## src/rtl/prover_ctrl_pkg.sv

```systemverilog
// Shared types and sizing helpers for the prover layer/round controllers.
package prover_ctrl_pkg;

  typedef enum logic [1:0] {
    ST_IDLE,
    ST_LOAD,
    ST_COMPUTE,
    ST_SHIFT
  } shuf_ctrl_state_t;

  // Sumcheck rounds needed to fold a layer of ngates gates down to one.
  function automatic int calc_nrounds(input int ngates);
    return $clog2(ngates);
  endfunction

  // Width of a round index; never narrower than one bit.
  function automatic int calc_round_w(input int ngates);
    int nr;
    nr = $clog2(ngates);
    return (nr > 1) ? $clog2(nr) : 1;
  endfunction

endpackage

```

## src/rtl/prover_wdog.sv

```systemverilog
// Watchdog counter: cleared on entry to a wait, counts while enabled, flags the
// cycle that completes TIMEOUT waiting cycles.
module prover_wdog #(
  parameter int  TIMEOUT = 64,
  localparam int TW      = $clog2(TIMEOUT + 1)
) (
  input  logic          i_clk,
  input  logic          i_rst,
  input  logic          i_clr,
  input  logic          i_load,
  input  logic [TW-1:0] i_load_val,
  input  logic          i_en,
  output logic          o_tc
);

  logic [TW-1:0] r_cnt;

  // NOTE: non-blocking assignments so every register samples pre-edge values.
  always_ff @(posedge i_clk) begin
    if (i_rst) begin
      r_cnt <= '0;
    end else if (i_clr) begin
      r_cnt <= '0;
    end else if (i_load) begin
      r_cnt <= i_load_val;
    end else if (i_en) begin
      r_cnt <= r_cnt + 1'b1;
    end
  end

  // The count is 0 in the first waiting cycle, so TIMEOUT-1 marks the last one.
  assign o_tc = (r_cnt == TW'(TIMEOUT - 1));

endmodule

```

## src/rtl/prover_shuffle_ctrl.sv

```systemverilog
// Sumcheck round sequencer for one prover_shuffle_v instance: restart, then
// alternate COMPUTE / SHIFT until every round of the layer is consumed.
module prover_shuffle_ctrl
  import prover_ctrl_pkg::*;
#(
  parameter int  NGATES  = 15,
  parameter int  TIMEOUT = 64,
  localparam int NROUNDS = calc_nrounds(NGATES),
  localparam int RW      = calc_round_w(NGATES)
) (
  input  logic          i_clk,
  input  logic          i_rst,
  input  logic          i_start,
  input  logic          i_abort,
  input  logic          i_step_done,
  input  logic          i_shuf_ready_pulse,
  output logic          o_shuf_en,
  output logic          o_shuf_restart,
  output logic          o_round_valid,
  output logic [RW-1:0] o_round,
  output logic          o_last_round,
  output logic          o_busy,
  output logic          o_done,
  output logic          o_err
);

  localparam logic [RW-1:0] LAST_ROUND = RW'(NROUNDS - 1);

  shuf_ctrl_state_t r_state, w_state_nxt;
  logic          r_shuf_en, r_shuf_restart, r_round_valid, r_last_round;
  logic          r_busy, r_done, r_err;
  logic [RW-1:0] r_round, w_round_nxt;
  logic          w_shuf_en_nxt, w_restart_nxt, w_round_valid_nxt, w_done_nxt, w_err_nxt;
  logic          w_wd_clr, w_wd_en, w_wd_tc;

  prover_wdog #(.TIMEOUT(TIMEOUT)) u_wdog (
    .i_clk      (i_clk),
    .i_rst      (i_rst),
    .i_clr      (w_wd_clr),
    .i_load     (1'b0),
    .i_load_val ('0),
    .i_en       (w_wd_en),
    .o_tc       (w_wd_tc)
  );

  // NOTE: every signal gets a default first so no path can infer a latch.
  always_comb begin
    w_state_nxt       = r_state;
    w_round_nxt       = r_round;
    w_shuf_en_nxt     = 1'b0;
    w_restart_nxt     = 1'b0;
    w_round_valid_nxt = 1'b0;
    w_done_nxt        = 1'b0;
    w_err_nxt         = r_err;
    w_wd_clr          = 1'b0;
    w_wd_en           = 1'b0;
    if (i_abort) begin
      w_state_nxt = ST_IDLE;
      w_round_nxt = '0;
    end else begin
      unique case (r_state)
        ST_IDLE: begin
          if (i_start) begin
            w_state_nxt   = ST_LOAD;
            w_shuf_en_nxt = 1'b1;
            w_restart_nxt = 1'b1;
            w_err_nxt     = 1'b0;
            w_round_nxt   = '0;
            w_wd_clr      = 1'b1;
          end
        end
        ST_LOAD, ST_SHIFT: begin
          w_wd_en = 1'b1;
          // A pulse during the command cycle completes an older operation.
          if (i_shuf_ready_pulse && !r_shuf_en) begin
            w_state_nxt       = ST_COMPUTE;
            w_round_valid_nxt = 1'b1;
          end else if (w_wd_tc) begin
            w_state_nxt = ST_IDLE;
            w_err_nxt   = 1'b1;
          end
        end
        ST_COMPUTE: begin
          w_round_valid_nxt = 1'b1;
          if (i_step_done) begin
            w_round_valid_nxt = 1'b0;
            if (r_round == LAST_ROUND) begin
              w_state_nxt = ST_IDLE;
              w_done_nxt  = 1'b1;
            end else begin
              w_state_nxt   = ST_SHIFT;
              w_round_nxt   = r_round + 1'b1;
              w_shuf_en_nxt = 1'b1;
              w_wd_clr      = 1'b1;
            end
          end
        end
        default: w_state_nxt = ST_IDLE;
      endcase
    end
  end

  always_ff @(posedge i_clk) begin
    if (i_rst) begin
      r_state        <= ST_IDLE;
      r_round        <= '0;
      r_shuf_en      <= 1'b0;
      r_shuf_restart <= 1'b0;
      r_round_valid  <= 1'b0;
      r_last_round   <= 1'b0;
      r_busy         <= 1'b0;
      r_done         <= 1'b0;
      r_err          <= 1'b0;
    end else begin
      r_state        <= w_state_nxt;
      r_round        <= w_round_nxt;
      r_shuf_en      <= w_shuf_en_nxt;
      r_shuf_restart <= w_restart_nxt;
      r_round_valid  <= w_round_valid_nxt;
      r_last_round   <= w_round_valid_nxt && (w_round_nxt == LAST_ROUND);
      r_busy         <= (w_state_nxt != ST_IDLE);
      r_done         <= w_done_nxt;
      r_err          <= w_err_nxt;
    end
  end

  assign o_shuf_en      = r_shuf_en;
  assign o_shuf_restart = r_shuf_restart;
  assign o_round_valid  = r_round_valid;
  assign o_round        = r_round;
  assign o_last_round   = r_last_round;
  assign o_busy         = r_busy;
  assign o_done         = r_done;
  assign o_err          = r_err;

endmodule

```

## config.mk

```make
export PLATFORM = sky130hd
export DESIGN_NAME = prover_shuffle_ctrl
export DESIGN_NICKNAME = d
export VERILOG_FILES = /design/src/rtl/prover_ctrl_pkg.sv /design/src/rtl/prover_wdog.sv /design/src/rtl/prover_shuffle_ctrl.sv
export SDC_FILE = /design/constraint.sdc
export NUM_CORES = 1
export LEC_CHECK = 0
export CORE_MARGIN = 1.5
export CORE_UTILIZATION = 45
export DETAILED_ROUTE_END_ITERATION = 6
export GPL_ROUTABILITY_DRIVEN = 0
export GPL_TIMING_DRIVEN = 0
export PLACE_DENSITY_LB_ADDON = 0.25
export RECOVER_POWER = 50
export SLEW_MARGIN = 20
export SYNTH_ARGS = -nofsm -noshare
export SYNTH_HDL_FRONTEND = slang
export SYNTH_SLANG_ARGS = --single-unit
```

## constraint.sdc

```tcl
create_clock -name i_clk -period 1.5 [get_ports i_clk]
set_input_delay 0.375 -clock i_clk [delete_from_list [all_inputs] [get_ports i_clk]]
set_output_delay 0.375 -clock i_clk [all_outputs]
set_load 0.01 [all_outputs]
```

==> out/metrics.csv, run 1 <==
stage,metric,value,unit
logic_synthesis,synth-edff-count,0,
critical_path,startpoint_type,flip-flop,
logic_synthesis,synth_xor_xnor_area_share,6.278,%
grt,track_usage,16.83,%
logic_synthesis,synth_area_per_cell,10.21,sq um
die,core_area,1745,sq um
logic_synthesis,yosysTopAreaCellShare,43.05,%
grt,grt_max_degree,11,
clocking,ctsHoldBuffers,0,
logic_synthesis,netlist_area,837.1,sq um
route,drt_first_pass_iters,4,
route,routedWlPerCell,12.70,um
logic_synthesis,synth-seq-cells,18,
clocking,cts_buffers,3,
logic_synthesis,synth_simple_gate_area_share,31.39,%
clocking,clk_pin_slew_worst_paths,0.11,ns
clocking,cts_buffer_depth,2,
cells_and_area,layout.cells.non_filler,126,
route,drt_wl_total,1.600,mm
logic_synthesis,synth_cell_types,38,
clocking,insertion_delay,0.30,ns
cells_and_area,final_nets,109,
power_and_ir_drop,powerDensity,822.2,nW/um^2
logic_synthesis,synth.most_common_cell,dfxtp_1,
cells_and_area,final_area,1061,sq um
logic_synthesis,async_reset_ff_share,0,%
logic_synthesis,synth-main-ff-cell,dfxtp_1,
clocking,cts_root_buf,clkbuf_4,
logic_synthesis,muxShareOfSynthArea,1.196,%
clocking,cts_tree,yes,
job,drv_cap,0,
die,initial_utilization,47.96,%
timing,drv_slew,0,
die,die_x,46.13,um
critical_path,cp-end-kind,flip-flop,
timing,fin_crit,1.438,ns
grt,grt_pass1_vias,586,
route,vias,649,
place,post-dp-hpwl,1.180,mm
power_and_ir_drop,leakagePower,0.0004302,uW
cells_and_area,area_growth,26.76,%
critical_path,worstPathRequired,1.69,ns
critical_path,crit_type,flip-flop to flip-flop,
logic_synthesis,syn_inst,82,
logic_synthesis,synth_common_cells,"dfxtp_1, nor2_1, nand2_1",
place,placedInstanceArea,1008,sq um
timing,hold_violations,0,
route,postRouteAntennaNets,0,
grt,grt_overflow,0,
critical_path,crit_arrival,1.63,ns
die,die_area,2128,sq um
power_and_ir_drop,ir_drop,0.0005146,V
critical_path,cp_slowest_cell,dfxtp_4,
logic_synthesis,synth_top_family_by_area,simple AND/OR/NAND/NOR gates,
clocking,clkSinkCount,18,
grt,grt_pass1_wl,2.511,mm
critical_path,slowest_delay,0.38,ns
critical_path,cp_cell_sequence,ha_2 -> nand4_4 -> nor3_4 -> o22ai_2 -> or2_1,
timing,max_freq,0.6956,GHz
route,route.detailed.drc,0,
cells_and_area,regArea,367.9,sq um
route,drtIter0Drc,16,
place,placed_cells,121,
cells_and_area,multi_input_area,465.4,sq um
cells_and_area,diodes,0,
logic_synthesis,synth_area_leaders,"dfxtp_1, nor2_1, xnor2_1, xor2_1, nor4b_4",
timing,finalCritPeriodShare,95.84,%
die,die-height,46.13,um
timing,worst_slew_pin_slew,0.3434,ns
grt,antenna_found_initial,0,
timing,finClkSkew,0.003389,ns
logic_synthesis,yosys_warnings,0,
logic_synthesis,syn-num-nets,89,
logic_synthesis,yosysSeqAreaShare,43.05,%
timing,relSlewSlack,77.11,%
route,avgViaCountPerCell,5.151,
hold_path,hp-class,input port to flip-flop,
logic_synthesis,synth_compound_area_share,13.90,%
place,dp_slack,-0.3251,ns
logic_synthesis,synth_top_cell_by_area,dfxtp_1,
timing,setup_violations,0,
die,num_rows,15,
cells_and_area,drive_gt1_share,25.74,%
die,ios,15,
logic_synthesis,synth_fa_ha_area_share,1.495,%
critical_path,path_max_fanout,4,
clocking,htree_levels,1,
status,outcome,completed,
timing,fin_ws,0.06233,ns
cells_and_area,fillers,161,
place,port-buffer-count,14,
-- cell families after synthesis --
| group | Yosys count |
|---|---|
| DFF | 18 |
| and+or+nand+nor | 40 |
| xor gates and xnor gates | 6 |
| AOI/OAI and AO/OA | 12 |
| muxes | 1 |
| adders and majority gates | 1 |
| buffers and inverters | 4 |
-- timing repair --
action	in CTS	in global routing
buffers inserted	0	1
hold endpoints to repair	0	0
gates resized for setup	13	6
setup endpoints to repair	13	9
pin swaps	2	3
-- state kept, by name, indices dropped and copies added (netlist names) --
name            count
u_wdog.r_cnt        7
o_round             2
r_state             2
o_busy              1
o_done              1
o_err               1
o_last_round        1
o_round_valid       1
o_shuf_en           1
o_shuf_restart      1
-- metal layers --
metal | share of wire [%] | GRT usage [%] | wire length, um | vias up
met5 | 0 | 0 | 0 | -
met4 | 2.1 | 10.29 | 34 | 0
met3 | 2.6 | 1.176 | 41 | 4
met2 | 47 | 26.67 | 753 | 17
met1 | 48 | 22.14 | 771 | 303
li1 | - | - | - | 325
-- path summary, 6_finish.rpt --
path | start | end | slack [ns] | depth (start not counted)
min reg2reg | o_round[1] | o_done | 0.51 | 2
min | i_abort | o_err | 0.50 | 3
max | u_wdog.r_cnt[0] | o_busy | 0.06 | 5
max reg2reg | u_wdog.r_cnt[0] | o_busy | 0.06 | 5
-- report_power, final --
part           internal, uW  switching [uW]
Clock                   148             156
Sequential              484            4.81
Combinational          37.0            42.9
-- final cells by class --
cell class                      count  share of cell area (%)
Multi-Input combinational cell     60                   43.87
Sequential cell                    18                   34.67
Timing Repair Buffer               15                   12.97
Clock buffer                        4                   3.420
Tap cell                           25                   2.948
Buffer                              1                   1.061
Inverter                            3                   1.061
-- placed cells by master, fill, tap and decap left out, types with 2 or more instances in the layout --
cell / n
nor3_1: 3
nand4_1: 3
dlygate4sd2_1: 10
xnor2_1: 3
clkdlybuf4s50_1: 3
nor2_1: 14
dfxtp_2: 3
and2b_1: 2
a21oi_1: 3
clkbuf_4: 3
inv_1: 2
dfxtp_1: 14
xor2_1: 3
nand2_1: 4
-- stage by stage --
stage,setup TNS [ns],hold slack [ns],util (%),total power (uW)
floorplan,0,0.4396,-,548.8
global placement,-2.884,0.5040,57.78,583.8
detailed placement,-2.977,0.5092,57.78,584.7
CTS,0,0.5160,59.50,873.5
global route,-0.003456,0.5163,60.79,906.9
finish,0,0.5015,60.79,872.3
-- critical path, delay by kind of cell (launching register included) --
family | cells | cell delay [ns]
simple gates | 3 | 0.63
flops | 1 | 0.38
fa+ha+maj | 1 | 0.22
compound gates | 1 | 0.10
No activity file was read; power rests on OpenSTA's default activity.
==> run 2, diff against run 1 <==
--- a/config.mk
+++ b/config.mk
@@ -12,7 +12,6 @@
 export GPL_TIMING_DRIVEN = 0
 export PLACE_DENSITY_LB_ADDON = 0.25
 export RECOVER_POWER = 50
-export SLEW_MARGIN = 20
 export SYNTH_ARGS = -nofsm -noshare
 export SYNTH_HDL_FRONTEND = slang
 export SYNTH_SLANG_ARGS = --single-unit
==> results of run 2 <==
No change in the layout: final DEF, timing and power equal those of run 1.
==> run 3, diff against run 2 <==
--- a/config.mk
+++ b/config.mk
@@ -12,6 +12,7 @@
 export GPL_TIMING_DRIVEN = 0
 export PLACE_DENSITY_LB_ADDON = 0.25
 export RECOVER_POWER = 50
+export SKIP_CTS_REPAIR_TIMING = 1
 export SYNTH_ARGS = -nofsm -noshare
 export SYNTH_HDL_FRONTEND = slang
 export SYNTH_SLANG_ARGS = --single-unit
==> run 3 against run 2 <==
Combinational power increased by 2%. Setup slack better by 0.0072 ns. Die area unchanged. Global-route usage rose by 0.081 points. Clock skew is 0.0013 ns lower. Fmax rose by 0.50%. Sequential share of layout area shrank 0.23 points. Critical path depth unchanged. Via count is 1.2% lower. Clock-buffer cell count stayed put.
==> out/metrics.csv, run 3 (synthesized netlist as in run 1, its figures left out) <==
stage,metric,value,unit
timing,rsz0062_at_grt,no,
timing,relSlewSlack,77.19,%
critical_path,cp_slowest_cell,dfxtp_2,
power_and_ir_drop,finalPower,875.1,uW
critical_path,crit_arrival,1.63,ns
cells_and_area,layout_common_cells,"dfxtp_1, nor2_1, clkdlybuf4s25_1",
job,drv_cap,0,
place,port-buffer-count,14,
critical_path,crit_type,flip-flop to flip-flop,
timing,finClkSkew,0.002071,ns
critical_path,critical-path-top-delay-family,simple AND/OR/NAND/NOR gates,
route,met3_length,54,um
die,num_rows,15,
power_and_ir_drop,powerDensity,827.7,nW/um^2
power_and_ir_drop,power_frac_clock,34.7,%
power_and_ir_drop,seqPwrFrac,56.0,%
critical_path,slowest_delay,0.38,ns
route,drtIter0Drc,4,
power_and_ir_drop,switchingPower,203.4,uW
route,routedWlPerCell,12.74,um
clocking,htree_levels,1,
die,die_x,46.13,um
grt,antenna_found_initial,0,
cells_and_area,diodes,0,
critical_path,worstPathRequired,1.69,ns
timing,setup_tns,0,ns
status,outcome,completed,
timing,max_freq,0.6991,GHz
power_and_ir_drop,internal-power,671.7,uW
power_and_ir_drop,leakagePower,0.0004177,uW
timing,hold_violations,0,
die,die_area,2128,sq um
timing,setup_violations,0,
place,post-dp-hpwl,1.180,mm
critical_path,startpoint_type,flip-flop,
clocking,cts_tree,yes,
die,ios,15,
critical_path,cp_cell_sequence,ha_2 -> nand4_2 -> nor3_4 -> o22ai_2 -> or2_1,
timing,drv_slew,0,
route,top_layer,met4,
route,postRouteAntennaNets,0,
grt,grt_max_degree,11,
route,route.detailed.drc,0,
cells_and_area,area_growth,26.31,%
clocking,clk_pin_slew_worst_paths,0.10,ns
critical_path,cp-end-kind,flip-flop,
timing,worst_slew_pin_slew,0.3421,ns
timing,fin_crit,1.430,ns
cells_and_area,largest_reg_flops,7,
clocking,insertion_delay,0.29,ns
die,die-height,46.13,um
timing,finalCritPeriodShare,95.37,%
cells_and_area,final_nets,108,
cells_and_area,final_common_cell,dfxtp_1,
grt,grt_pass1_wl,2.532,mm
cells_and_area,drive_gt1_share,23.00,%
route,drt_wl_total,1.592,mm
route,drt_first_pass_iters,4,
critical_path,critical_path_buf_inv_count,0,
critical_path,path_max_fanout,4,
route,wl_met1,776,um
hold_path,hp-class,input port to flip-flop,
power_and_ir_drop,switching_share,23.24,%
grt,grt_pass1_vias,590,
power_and_ir_drop,pwr-share-comb,9.3,%
clocking,clkSinkCount,18,
die,initial_utilization,47.96,%
cells_and_area,layout.cells.non_filler,125,
clocking,cts_buffer_depth,2,
clocking,cts_root_buf,clkbuf_4,
grt,grt_overflow,0,
cells_and_area,regMostFlops,u_wdog.r_cnt,
power_and_ir_drop,ir_drop,0.0005153,V
place,placed_cells,121,
grt,track_usage,16.91,%
route,wl_met2,726,um
die,core_area,1745,sq um
route,vias,641,
clocking,cts_buffers,3,
route,avgViaCountPerCell,5.128,
-- run 3: cell types whose count changed in the layout (fill, tap and decap cells not counted), sizes merged --
cell	change
clkdlybuf4s25	+7
buf	-1
dlymetal6s2s	+3
dlygate4sd2	-10
-- run 3: power groups by stage --
| stage | sequential (uW) | combinational, uW | clock (uW) |
|---|---|---|---|
| final | 490 | 81.6 | 304 |
| after global routing | 491 | 88.6 | 334 |
| after floorplan | 502 | 46.7 | 0 |
| after CTS | 490 | 84.6 | 303 |
| after detailed placement | 501 | 83.9 | 0 |
| after global placement | 501 | 83.3 | 0 |
-- run 3: area by class of cell --
type | count | area, sq um
fill | 155 | 688.2
clock buffer | 4 | 36.28
inverter | 3 | 11.26
tap | 25 | 31.28
buffer | 1 | 11.26
multi-input combinational | 60 | 452.9
timing repair buffer | 14 | 150.1
sequential | 18 | 364.1
-- run 3: worst reg2reg max path, stage by stage, from the launching register on --
cell and delay, ns:
dfxtp_2 0.38, ha_2 0.21, nand4_2 0.14, nor3_4 0.24
o22ai_2 0.13, or2_1 0.23
-- run 3: metal layers --
layer	track usage, %	up-vias
li1	-	321
met1	22.63	301
met4	10.86	0
met3	1.176	4
met5	0	-
met2	26.11	15
-- run 3: final timing paths --
| path | start | to | slack (ns) | cells past startpoint |
|---|---|---|---|---|
| max | u_wdog.r_cnt[0] | o_busy | 0.07 | 5 |
| min reg2reg | o_round[1] | o_done | 0.51 | 2 |
| max reg2reg | u_wdog.r_cnt[0] | o_busy | 0.07 | 5 |
| min | i_step_done | o_round_valid | 0.49 | 3 |
-- run 3: through the flow --
step	hold slack [ns]	util (%)	setup WS, ns	instance area (sq um)
floorplan	0.4396	-	0.1330	837.1
global placement	0.5040	57.78	-0.3262	1008
detailed placement	0.5092	57.78	-0.3251	1008
CTS	0.5404	59.86	-0.1837	1045
global route	0.5041	60.57	0.002175	1057
finish	0.4888	60.57	0.06952	1057
